File: src/rtl/lag_result_stats.sv
// Latency statistics: packed-BCD samples in, last/min/max/count and a block
// average (binary sum, double-dabble back to BCD) out for the result overlay.
module lag_result_stats #(
  parameter int AVG_LOG2 = 4
) (
  input  logic        clock,
  input  logic        reset,
  input  logic        clear,
  input  logic        sample_valid,
  input  logic [19:0] sample_bcd,
  output logic        busy,
  output logic        dropped,
  output logic        bcd_error,
  output logic [19:0] last_bcd,
  output logic [19:0] min_bcd,
  output logic [19:0] max_bcd,
  output logic [19:0] avg_bcd,
  output logic        avg_valid,
  output logic [7:0]  sample_count
);

  localparam int SUM_W = 17 + AVG_LOG2;
  localparam int BLK_W = AVG_LOG2 + 1;
  localparam logic [BLK_W-1:0] BLK_FULL = BLK_W'(1 << AVG_LOG2);

  typedef enum logic [1:0] {IDLE, CONV, ACC, DABBLE} state_t;

  state_t             state, state_nx;
  logic [19:0]        samp;
  logic [2:0]         conv_idx;
  logic [16:0]        bin;
  logic [SUM_W-1:0]   sum;
  logic [BLK_W-1:0]   blk;
  logic [16:0]        dab_bin;
  logic [19:0]        dab_bcd;
  logic [4:0]         dab_cnt;

  logic               accept;
  logic [3:0]         digit;
  logic [16:0]        bin_next;
  logic [SUM_W-1:0]   sum_acc;
  logic [BLK_W-1:0]   blk_inc;
  logic               blk_full;
  logic [19:0]        dab_next;

  function automatic logic bcd_ok(input logic [19:0] v);
    for (int i = 0; i < 5; i++)
      if (v[4*i +: 4] > 4'd9) return 1'b0;
    return 1'b1;
  endfunction

  function automatic logic [7:0] sat_inc(input logic [7:0] c);
    return (c == 8'hFF) ? c : c + 8'd1;
  endfunction

  // One double-dabble step: add 3 to every digit >= 5, then shift in the next bit.
  function automatic logic [19:0] dabble_step(input logic [19:0] b, input logic in_bit);
    logic [19:0] a;
    a = b;
    for (int i = 0; i < 5; i++)
      if (a[4*i +: 4] >= 4'd5) a[4*i +: 4] = a[4*i +: 4] + 4'd3;
    return {a[18:0], in_bit};
  endfunction

  always_comb begin
    digit = 4'd0;
    case (conv_idx)
      3'd0:    digit = samp[19:16];
      3'd1:    digit = samp[15:12];
      3'd2:    digit = samp[11:8];
      3'd3:    digit = samp[7:4];
      default: digit = samp[3:0];
    endcase
  end

  assign accept   = sample_valid && !busy && bcd_ok(sample_bcd);
  assign bin_next = {bin[13:0], 3'b000} + {bin[15:0], 1'b0} + 17'(digit);
  assign sum_acc  = sum + SUM_W'(bin);
  assign blk_inc  = blk + BLK_W'(1);
  assign blk_full = (blk_inc == BLK_FULL);
  assign dab_next = dabble_step(dab_bcd, dab_bin[16]);

  always_comb begin
    state_nx = state;
    case (state)
      IDLE:    if (accept) state_nx = CONV;
      CONV:    if (conv_idx == 3'd4) state_nx = ACC;
      ACC:     state_nx = blk_full ? DABBLE : IDLE;
      DABBLE:  if (dab_cnt == 5'd16) state_nx = IDLE;
      default: state_nx = IDLE;
    endcase
    if (clear) state_nx = IDLE;
  end

  always_ff @(posedge clock or posedge reset) begin
    if (reset) begin
      state <= IDLE;
      busy  <= 1'b0;
    end else begin
      state <= state_nx;
      busy  <= (state_nx != IDLE);
    end
  end

  always_ff @(posedge clock or posedge reset) begin
    if (reset) begin
      dropped <= 1'b0;  bcd_error <= 1'b0;  avg_valid <= 1'b0;
      last_bcd <= '0;   min_bcd <= 20'h99999;  max_bcd <= '0;
      avg_bcd <= '0;    sample_count <= '0;
      samp <= '0;  conv_idx <= '0;  bin <= '0;  sum <= '0;  blk <= '0;
      dab_bin <= '0;  dab_bcd <= '0;  dab_cnt <= '0;
    end else if (clear) begin
      dropped <= 1'b0;  bcd_error <= 1'b0;  avg_valid <= 1'b0;
      last_bcd <= '0;   min_bcd <= 20'h99999;  max_bcd <= '0;
      avg_bcd <= '0;    sample_count <= '0;
      samp <= '0;  conv_idx <= '0;  bin <= '0;  sum <= '0;  blk <= '0;
      dab_bin <= '0;  dab_bcd <= '0;  dab_cnt <= '0;
    end else begin
      dropped   <= sample_valid && busy;
      bcd_error <= sample_valid && !busy && !bcd_ok(sample_bcd);
      avg_valid <= 1'b0;
      case (state)
        IDLE: if (accept) begin
          samp     <= sample_bcd;
          conv_idx <= 3'd0;
          bin      <= '0;
        end
        // Digit-serial BCD -> binary, most significant digit first
        CONV: begin
          bin      <= bin_next;
          conv_idx <= conv_idx + 3'd1;
        end
        // Packed BCD orders like its value, so a plain unsigned compare suffices
        ACC: begin
          last_bcd     <= samp;
          if (samp < min_bcd) min_bcd <= samp;
          if (samp > max_bcd) max_bcd <= samp;
          sample_count <= sat_inc(sample_count);
          if (blk_full) begin
            sum     <= '0;
            blk     <= '0;
            dab_bin <= sum_acc[AVG_LOG2 +: 17];
            dab_bcd <= '0;
            dab_cnt <= '0;
          end else begin
            sum <= sum_acc;
            blk <= blk_inc;
          end
        end
        // Binary average -> BCD, one bit per cycle over 17 cycles
        DABBLE: begin
          dab_bcd <= dab_next;
          dab_bin <= {dab_bin[15:0], 1'b0};
          dab_cnt <= dab_cnt + 5'd1;
          if (dab_cnt == 5'd16) begin
            avg_bcd   <= dab_next;
            avg_valid <= 1'b1;
          end
        end
        default: ;
      endcase
    end
  end

endmodule
File: config.mk
export PLATFORM = sky130hd
export DESIGN_NAME = lag_result_stats
export DESIGN_NICKNAME = d
export VERILOG_FILES = /design/src/rtl/lag_result_stats.sv
export SDC_FILE = /design/constraint.sdc
export NUM_CORES = 1
export LEC_CHECK = 0
export ABC_AREA = 0
export BUFFER_PORTS_ARGS = -buffer_cell sky130_fd_sc_hd__buf_2
export CORE_UTILIZATION = 54
export DETAILED_ROUTE_END_ITERATION = 10
export MAX_ROUTING_LAYER = met4
export PLACE_DENSITY = 0.86
export SYNTH_ARGS = -nofsm -noshare
export SYNTH_HDL_FRONTEND = slang
export SYNTH_SLANG_ARGS = --single-unit
File: constraint.sdc
create_clock -name clock -period 5.9 [get_ports clock]
set_input_delay 0.295 -clock clock [delete_from_list [all_inputs] [get_ports clock]]
set_output_delay 0.295 -clock clock [all_outputs]
set_load 0.01 [all_outputs]
==> results of run 1 <==
final cells by class:
| class | instances | area (um2) |
|---|---|---|
| Fill cell | 1608 | 7730 |
| Multi-Input combinational cell | 923 | 6370 |
| Sequential cell | 202 | 5070 |
| Clock buffer | 33 | 683 |
| Timing Repair Buffer | 129 | 683 |
| Tap cell | 275 | 344 |
| Inverter | 73 | 282 |
| Clock inverter | 9 | 131 |
cell usage in the layout (no fill, tap or decap), drive strengths merged, types with 19 or more instances in the layout:
cell	Yosys	layout
a21o	19	19
a21oi	90	90
a22o	30	30
buf	9	129
clkbuf	41	33
dfrtp	192	192
ha	103	103
inv	73	74
mux2i	66	66
nand2	139	139
nand2b	59	59
nand3	21	21
nand4	19	19
nor2	96	96
o21ai	68	68
xnor2	21	21
xor2	22	22
worst max path at each step:
stage | start | end | slack, ns | cells after the start
after floorplan | reset | avg_bcd[0]$_DFFE_PP0P_ | 0.11 | 1
after global placement | conv_idx[2]$_DFFE_PP0P_ | bin[16]$_DFFE_PP0P_ | 2.48 | 14
after detailed placement | conv_idx[2]$_DFFE_PP0P_ | bin[16]$_DFFE_PP0P_ | 2.31 | 14
after CTS | conv_idx[2]$_DFFE_PP0P_ | bin[16]$_DFFE_PP0P_ | 2.30 | 14
after global routing | conv_idx[2]$_DFFE_PP0P_ | bin[16]$_DFFE_PP0P_ | 2.07 | 14
final | conv_idx[2]$_DFFE_PP0P_ | bin[16]$_DFFE_PP0P_ | 2.26 | 14
where the power goes:
part / switching (mW) / internal (mW)
clock: 0.583 / 0.936
combinational: 0.111 / 0.0478
sequential: 0.0164 / 1.39
total: 0.710 / 2.38
metal layers:
metal / vias to the layer above / track usage / share of wire
met5: - / - / 0
met4: 0 / 0.103 / 0.033
met3: 88 / 0.0345 / 0.061
met2: 396 / 0.463 / 0.49
met1: 4947 / 0.348 / 0.42
li1: 4651 / - / -
cells by family (layout without fill, tap and decap cells):
logic type                 after synthesis  in the layout  synth area share
AOI/OAI and AO/OA                      318            318             0.178
adders and majority gates              106            106             0.113
buffers and inverters                  123            244            0.0403
muxes                                   66             66            0.0555
and+or+nand+nor                        390            390             0.156
DFF                                    202            202             0.426
xor gates and xnor gates                43             43            0.0316
sequential cells by signal (all words and copies together), names as in the netlist:
name / count
dab_bin: 17
busy: 1
blk: 5
dropped: 1
bin: 17
bcd_error: 1
avg_valid: 1
avg_bcd: 20
samp: 20
sample_count: 8
min_bcd: 20
sum: 21
dab_cnt: 5
max_bcd: 20
dab_bcd: 20
last_bcd: 20
state: 2
conv_idx: 3
metrics by stage:
stage | total power [mW] | instance area (um2) | util | setup WS (ns) | std cells
2_1_floorplan | 1.54 | 11900 | - | 0.111 | 1248
3_3_place_gp | 1.58 | 12700 | 0.599 | 2.48 | 1602
3_5_place_dp | 1.59 | 12700 | 0.599 | 2.31 | 1602
4_1_cts | 3.10 | 13600 | 0.637 | 2.30 | 1644
5_1_grt | 3.17 | 13600 | 0.637 | 2.07 | 1644
6_report | 3.09 | 13600 | 0.637 | 2.26 | 1644
worst max-delay path: cells and delay by family, from the launching register on:
family / cells / cell delay (ns)
fa+ha+maj: 3 / 1.24
buf+inv: 2 / 0.27
xor+xnor: 1 / 0.14
flops: 1 / 0.44
compound gates: 7 / 1.32
simple gates: 1 / 0.09
==> flow_summary_export.csv, run 1 <==
group,metric,value,unit
run_status,run_status,"complete, no violations",
global_routing,grt-ovfl-total,0,
timing,rsz0062_at_grt,"false",
route,avgViaCountPerCell,6.13,
floorplanning,fp-row-count,53,
final_layout,fin_nets,1482,
cts,htree_num_levels,1,
setup_path,r2r_slack,2.26,ns
route,ant_nets,0,
setup_path,slowest_stage,"fa_1",
cts,worstSkewPairLatency,0.52,ns
timing,hold_viol_final,0,
logic_synthesis,avgSynthCellArea,9.54,um2
timing,max_freq,275,MHz
timing,slew_headroom,0.284,
global_routing,track_usage,0.278,
setup_path,reg2reg_to,"bin[16]$_DFFE_PP0P_",
global_routing,grt_max_degree,147,
setup_path,path_class,"register to register",
logic_synthesis,synth_area_leader_cell,"dfrtp_1",
floorplanning,initial_core_util,0.559,
timing,report.final.setup_viol,0,
logic_synthesis,yosysUniqueCellTypes,76,
timing,finalCritPeriodShare,0.617,
final_layout,drive_above_1_share,0.145,
setup_path,crit_path_start_kind,"register",
cts,cts_resized,0,
setup_path,endpoint_kind,"register",
logic_synthesis,synth-async-reset-ratio,1.00,
route,vias,10100,
logic_synthesis,synthCells,1248,
floorplanning,fp.dieH,150,um
flow_run,max_cap_viol_count,0,
cts,cts_tree,"done",
cts,cts.sinks,202,
global_routing,antenna_found_initial,0,
floorplanning,die_area,22600,um2
logic_synthesis,synth_top_area_frac,0.403,
global_routing,grt_first_pass_wirelength,48.9,mm
cts,cts-root-buf,"clkbuf_16",
logic_synthesis,synth_commonest_cells,"dfrtp_1, nand2_1, ha_1",
placed_design,place_congestion,0.919,
setup_path,cp_cell_sequence,"inv_1, ha_1, a22oi_1, nand3_1, o21ai_0, fa_1, inv_1, fa_1, a211o_1, a21oi_1, o311ai_0, o22ai_1, xnor2_1, o21ai_0",
power,powerDensity,228,nW/um2
logic_synthesis,synth_edf_count,0,
logic_synthesis,seq_area_frac_synth,0.426,
route,dr.pass1.iters,5,
logic_synthesis,synth_area,11900,um2
timing,finalSetupTns,0,ns
cts,ctsHoldBuffers,0,
logic_synthesis,ys_seq_elements,202,
final_layout,synthToLayoutAreaGrowth,13.9,%
route,routed_wirelength,30.1,mm
power,peakVddDrop,0.231,mV
power,power_leakage,6.51,nW
setup_path,rr_worst_depth,14,
route,drt_iter0_drc,863,
floorplanning,die_x,150,um
floorplanning,io_pins,116,
setup_path,r2r-start,"conv_idx[2]$_DFFE_PP0P_",
logic_synthesis,mappedNetlistNets,1378,
logic_synthesis,yosys_most_used_dff,"dfrtp_1",
logic_synthesis,synth_top_cells_by_area,"dfrtp_1, ha_1, mux2i_1, nand2_1, a21oi_1",
cts,clkSlewWorstSetupHoldPaths,0.06,ns
timing,slew_violations,0,
placed_design,hpwlAfterDp,20.5,mm
global_routing,grt_pass1_vias,10100,
logic_synthesis,yosysWarnings,0,
setup_path,crit_path_max_incr_delay,0.52,ns
timing,layout_min_cycle_time,3.64,ns
timing,holdWs,0.0275,ns
timing,worst_pin_slew,1.07,ns
cts,clockBufferDepth,3,
setup_path,required,6.28,ns
min_path,min_path_type,"input pin to async pin",
logic_synthesis,yosysMostFrequentCell,"dfrtp_1",
route,drc,0,
setup_path,cp_max_fo,7,
placed_design,port_buffers,115,
cts,numCtsBuffers,23,
floorplanning,coreArea,21300,um2
final_layout,diodes,0,
timing,clock_skew,0.0156,ns
setup_path,arrival,4.02,ns
route,wire_per_inst,18.3,um
cts,post-cts-setup-buffers,0,
Power figures use the tool's default switching activity.
==> run 2: changes to the inputs <==
ABC_AREA = 1   (was 0)
CORE_UTILIZATION = 55   (was 54)
PLACE_DENSITY = 0.84   (was 0.86)
clock period = 3.5 ns   (was 5.9 ns; I/O delays follow)
==> run 2 against run 1 <==
  * Flip-flop and latch count is the same
  * Clock skew shrank 0.0083 ns
  * Setup slack lost 2.0 ns
  * Register-to-register slack lost 2.0 ns
  * Utilization grew 0.76 points
  * Area after synthesis grew 3.5%
  * Cell area grew 4.1%
  * Clock power grew 61%
  * Combinational power grew 140%
  * Wire length grew 11%
  * Critical endpoint unchanged
  * Largest cell class unchanged
  * Largest power group unchanged
==> flow_summary_export.csv, run 2 <==
group,metric,value,unit
route,vias,11600,
route,avgViaCountPerCell,5.65,
power,power_leakage,7.88,nW
timing,finalSetupTns,0,ns
logic_synthesis,synth_area,12300,um2
final_layout,final_cell_mix,"nand2_1, dfrtp_1, inv_1",
floorplanning,die_area,23000,um2
logic_synthesis,synth_area_leader_cell,"dfrtp_1",
final_layout,fill_cells,1823,
route,routed_wirelength,33.4,mm
setup_path,endpoint_kind,"register",
setup_path,crit_path_start_kind,"register",
min_path,min_path_type,"input pin to register",
final_layout,synthToLayoutAreaGrowth,14.5,%
logic_synthesis,seq_area_frac_synth,0.411,
logic_synthesis,synth-async-reset-ratio,1.00,
route,wire_per_inst,16.3,um
final_layout,top_register,"sum",
timing,fin_ws,0.291,ns
cts,worstSkewPairLatency,0.51,ns
placed_design,place_congestion,0.962,
final_layout,final_common_cell,"nand2_1",
timing,report.final.setup_viol,0,
logic_synthesis,mappedNetlistNets,1760,
cts,cts-root-buf,"clkbuf_16",
final_layout,largest_reg_flops,21,
setup_path,required,3.90,ns
timing,rsz0062_at_grt,"false",
logic_synthesis,ys_seq_elements,202,
cts,htree_num_levels,1,
route,drt_iter0_drc,853,
logic_synthesis,synth_edf_count,0,
run_status,run_status,"complete, no violations",
final_layout,drive_above_1_share,0.121,
logic_synthesis,synthCells,1630,
cts,cts.sinks,202,
timing,slew_headroom,0.252,
flow_run,max_cap_viol_count,0,
power,peakVddDrop,0.354,mV
cts,clkSlewWorstSetupHoldPaths,0.06,ns
timing,holdWs,0.0379,ns
timing,max_freq,312,MHz
setup_path,arrival,3.61,ns
floorplanning,initial_core_util,0.563,
timing,worst_pin_slew,1.12,ns
logic_synthesis,yosysWarnings,0,
route,ant_nets,0,
placed_design,post-place-ws,0.341,ns
cts,cts_resized,0,
setup_path,cp_max_fo,4,
logic_synthesis,synth_top_area_frac,0.390,
cts,numCtsBuffers,23,
logic_synthesis,avgSynthCellArea,7.56,um2
floorplanning,fp-row-count,54,
timing,clock_skew,0.00734,ns
cts,clockBufferDepth,3,
logic_synthesis,yosys_most_used_dff,"dfrtp_1",
logic_synthesis,synth_top_cells_by_area,"dfrtp_1, nand2_1, ha_1, nand3_1, inv_1",
floorplanning,coreArea,21900,um2
floorplanning,die_x,152,um
logic_synthesis,yosysUniqueCellTypes,44,
placed_design,port_buffers,115,
route,dr.pass1.iters,5,
global_routing,grt-ovfl-total,0,
cts,cts_tree,"done",
power,powerDensity,371,nW/um2
route,drc,0,
global_routing,grt_pass1_vias,11000,
global_routing,track_usage,0.305,
logic_synthesis,synth_commonest_cells,"nand2_1, dfrtp_1, inv_1",
final_layout,fin_nets,1884,
floorplanning,io_pins,116,
timing,hold_viol_final,0,
timing,finalCritPeriodShare,0.917,
final_layout,diodes,0,
placed_design,hpwlAfterDp,23.3,mm
timing,slew_violations,0,
setup_path,path_class,"register to register",
global_routing,grt_max_degree,128,
timing,layout_min_cycle_time,3.21,ns
global_routing,antenna_found_initial,0,
logic_synthesis,yosysMostFrequentCell,"nand2_1",
floorplanning,fp.dieH,152,um
global_routing,grt_first_pass_wirelength,54.0,mm
run 2: cell types whose count changed after synthesis, moves of 18 or more:
cell      change
a22o_1       -23
o21ai_0      +39
nand3_1     +120
a21oi_1      -25
nand2_1     +397
nand4_1      +22
a22oi_1      -18
clkbuf_1     -29
nand2b_1     -59
inv_1       +113
mux2i_1      -66
run 2: cells by family after synthesis:
kind of cell | Yosys count | synth area share
xor+xnor | 16 | 0.0120
fa+ha+maj | 106 | 0.109
compound gates | 217 | 0.0983
simple gates | 840 | 0.288
buf+inv | 249 | 0.0814
flops | 202 | 0.411
run 2: per-stage QoR:
step / area [um2] / power [mW] / cells / utilization
after floorplan: 12300 / 2.67 / 1630 / -
after global placement: 13200 / 2.79 / 1989 / 0.601
after detailed placement: 13200 / 2.79 / 1989 / 0.601
after CTS: 14100 / 5.25 / 2047 / 0.645
after global routing: 14100 / 5.38 / 2047 / 0.645
final: 14100 / 5.23 / 2047 / 0.645
run 2: repair_timing:
item	in CTS	in global routing
setup endpoints to repair	0	0
endpoints found under the hold margin	212	0
hold buffers	20	0
buffers inserted	0	0
run 2: cell type report:
| cell class | count | area [um2] | share of cell area |
|---|---|---|---|
| sequential | 202 | 5070 | 0.359 |
| clock inverter | 8 | 115 | 0.00816 |
| timing repair buffer | 153 | 936 | 0.0663 |
| clock buffer | 30 | 642 | 0.0455 |
| tap | 280 | 350 | 0.0248 |
| multi-input combinational | 1179 | 6260 | 0.444 |
| inverter | 195 | 736 | 0.0521 |
run 2: report_power, final:
part	switching (mW)	total (mW)	internal, mW
Sequential	0.0277	2.40	2.37
Clock	0.954	2.45	1.50
Combinational	0.263	0.377	0.114
run 2: routing by layer:
metal  global-route usage  share of wire  vias to the layer above
met5                    -              0                        -
met4               0.0881          0.022                        0
met3               0.0404          0.073                       73
met2                0.474           0.47                      474
met1                0.418           0.44                     5479
li1                     -              -                     5549
run 2: worst paths after layout:
path | startpoint | endpoint | slack [ns] | depth (start not counted)
setup / recovery | conv_idx[1]$_DFFE_PP0P_ | bin[16]$_DFFE_PP0P_ | 0.29 | 17
min in group asynchronous | reset | max_bcd[4]$_DFFE_PP0P_ | 0.35 | 4
hold / removal | sample_bcd[10] | samp[10]$_DFFE_PP0P_ | 0.04 | 3
hold reg to reg | last_bcd[8]$_DFFE_PP0P_ | last_bcd[8]$_DFFE_PP0P_ | 0.47 | 2
max in group asynchronous | reset | dab_bcd[3]$_DFFE_PP0P_ | 2.51 | 4
setup reg to reg | conv_idx[1]$_DFFE_PP0P_ | bin[16]$_DFFE_PP0P_ | 0.29 | 17
run 2: critical path: stages (launching register included):
cell and delay [ns]:
dfrtp_1 0.41, ha_1 0.22, ha_1 0.24, a221oi_1 0.31, a21oi_1 0.12, ha_1 0.29
ha_1 0.26, fa_1 0.42, nand3_1 0.10, nand2_1 0.13, nand2_1 0.09, nand2_1 0.05
nand2_1 0.05, nand2_1 0.10, nand2_1 0.10, nand3_1 0.07, nand3_1 0.08, nand2_1 0.06
==> run 3: changes to the inputs <==
BUFFER_PORTS_ARGS = -buffer_cell sky130_fd_sc_hd__clkbuf_2   (was -buffer_cell sky130_fd_sc_hd__buf_2)
==> run 3 against run 2 <==
  * Count of clock-buffer cells in the layout is 1 higher
  * Combinational power up 1%
  * Hold slack improved by 0.0042 ns
  * Power down 1.0%
  * Largest power group is now registers
  * Highest routed layer unchanged
==> flow_summary_export.csv, run 3 (same netlist as run 2, synthesis figures left out) <==
group,metric,value,unit
run_status,run_status,"complete, no violations",
timing,layout_min_cycle_time,3.22,ns
floorplanning,fp.dieH,152,um
setup_path,endpoint_kind,"register",
setup_path,cp_cell_sequence,"inv_1, ha_1, nand2_1, o22ai_1, a221oi_2, a21oi_1, ha_1, ha_1, fa_1, nand3_1, nand2_1, nand2_1, nand2_1, nand2_1, nand2_1, nand2_1, nand2_1, nand2_1, nand3_1, nand2_1",
cts,htree_num_levels,1,
global_routing,track_usage,0.303,
floorplanning,die_x,152,um
cts,clockBufferDepth,3,
cts,cts_tree,"done",
setup_path,slowest_stage,"fa_1",
floorplanning,die_area,23000,um2
power,power_leakage,7.80,nW
placed_design,place_congestion,0.973,
setup_path,crit_path_start_kind,"register",
route,wire_per_inst,16.2,um
final_layout,top_register,"sum",
final_layout,drive_above_1_share,0.121,
timing,clock_skew,0.0128,ns
route,dr.pass1.iters,5,
final_layout,largest_reg_flops,21,
route,routed_wirelength,33.3,mm
final_layout,fin_nets,1885,
floorplanning,initial_core_util,0.563,
cts,cts.sinks,202,
setup_path,arrival,3.66,ns
flow_run,max_cap_viol_count,0,
power,peakVddDrop,0.321,mV
final_layout,synthToLayoutAreaGrowth,14.5,%
timing,finalCritPeriodShare,0.920,
global_routing,grt-ovfl-total,0,
power,power,5.18,mW
timing,slew_violations,0,
setup_path,critPathMostFrequentCell,"nand2_1",
final_layout,fill_cells,1872,
route,vias,11500,
placed_design,hpwlAfterDp,23.4,mm
timing,hold_viol_final,0,
setup_path,crit_path_max_incr_delay,0.42,ns
final_layout,final_cell_mix,"nand2_1, dfrtp_1, inv_1",
setup_path,path_class,"register to register",
final_layout,multi_input_area,6270,um2
setup_path,required,3.94,ns
route,ant_nets,0,
timing,fin_ws,0.281,ns
floorplanning,fp-row-count,54,
placed_design,post-place-ws,0.363,ns
global_routing,grt_first_pass_wirelength,53.5,mm
global_routing,antenna_found_initial,2,
route,drc,0,
route,drt_iter0_drc,985,
timing,max_freq,311,MHz
placed_design,port_buffers,115,
final_layout,seq_area,5070,um2
timing,worst_pin_slew,0.935,ns
final_layout,fin_util,0.645,
setup_path,cp_max_fo,4,
placed_design,place_inst,1989,
cts,worstSkewPairLatency,0.51,ns
timing,slew_headroom,0.375,
global_routing,grt_max_degree,115,
final_layout,final_common_cell,"nand2_1",
floorplanning,coreArea,21900,um2
cts,cts-root-buf,"clkbuf_16",
cts,post-cts-setup-buffers,0,
timing,report.final.setup_viol,0,
floorplanning,io_pins,116,
cts,clkSlewWorstSetupHoldPaths,0.06,ns
min_path,min_path_type,"input pin to register",
global_routing,grt_pass1_vias,10800,
route,avgViaCountPerCell,5.60,
cts,numCtsBuffers,23,
final_layout,layout.cells.non_filler,2053,
power,powerDensity,367,nW/um2
[run 3: final cells by class]
cell class / count / area share
multi-input combinational: 1179 / 0.444
sequential: 202 / 0.359
timing repair buffer: 154 / 0.0670
inverter: 195 / 0.0521
clock buffer: 31 / 0.0450
tap: 280 / 0.0248
clock inverter: 10 / 0.00762
antenna: 2 / 0.000354
[run 3: worst paths after layout]
check	startpoint	end	slack (ns)	depth (start not counted)
worst max-delay path	conv_idx[0]$_DFFE_PP0P_	bin[12]$_DFFE_PP0P_	0.28	20
worst min-delay path	sample_bcd[9]	samp[9]$_DFFE_PP0P_	0.04	3
worst max register to register	conv_idx[0]$_DFFE_PP0P_	bin[12]$_DFFE_PP0P_	0.28	20
worst min register to register	min_bcd[12]$_DFFE_PP1P_	min_bcd[12]$_DFFE_PP1P_	0.47	2
max in group asynchronous	reset	avg_bcd[10]$_DFFE_PP0P_	2.19	4
min in group asynchronous	reset	max_bcd[4]$_DFFE_PP0P_	0.29	3
[run 3: repair_timing]
| action | in CTS | in global routing |
|---|---|---|
| gates resized for setup | 0 | 1 |
| setup endpoints to repair | 0 | 1 |
| hold buffers | 20 | 1 |
| endpoints found under the hold margin | 41 | 1 |
[run 3: metrics by stage]
step | TNS (ns) | hold slack, ns | instance area, um2
after floorplan | 0 | 0.309 | 12300
after global placement | 0 | 0.273 | 13200
after detailed placement | 0 | 0.280 | 13200
after CTS | 0 | 0.00121 | 14100
after global routing | -0.0156 | 0.0598 | 14100
final | 0 | 0.0420 | 14100
[run 3: report_power, final]
group	switching, mW	total (mW)	internal, mW
combinational	0.266	0.382	0.116
clock	0.975	2.39	1.42
sequential	0.0293	2.40	2.37
total	1.27	5.18	3.91
[run 3: per-layer routing]
| metal | vias to the layer above | share of wire | GRT usage |
|---|---|---|---|
| met3 | 64 | 0.073 | 0.0521 |
| met1 | 5421 | 0.43 | 0.403 |
| met4 | 0 | 0.024 | 0.103 |
| met2 | 454 | 0.47 | 0.468 |
| met5 | - | 0 | - |
| li1 | 5563 | - | - |
[run 3: critical path: cells and delay by family, from the launching register on]
family / cells / cell delay, ns
AND/OR/NAND/NOR: 12 / 0.99
adder cells (fa/ha/maj): 4 / 1.21
AO/OA/AOI/OAI: 3 / 0.46
flip-flops: 1 / 0.38
buffers and inverters: 1 / 0.10
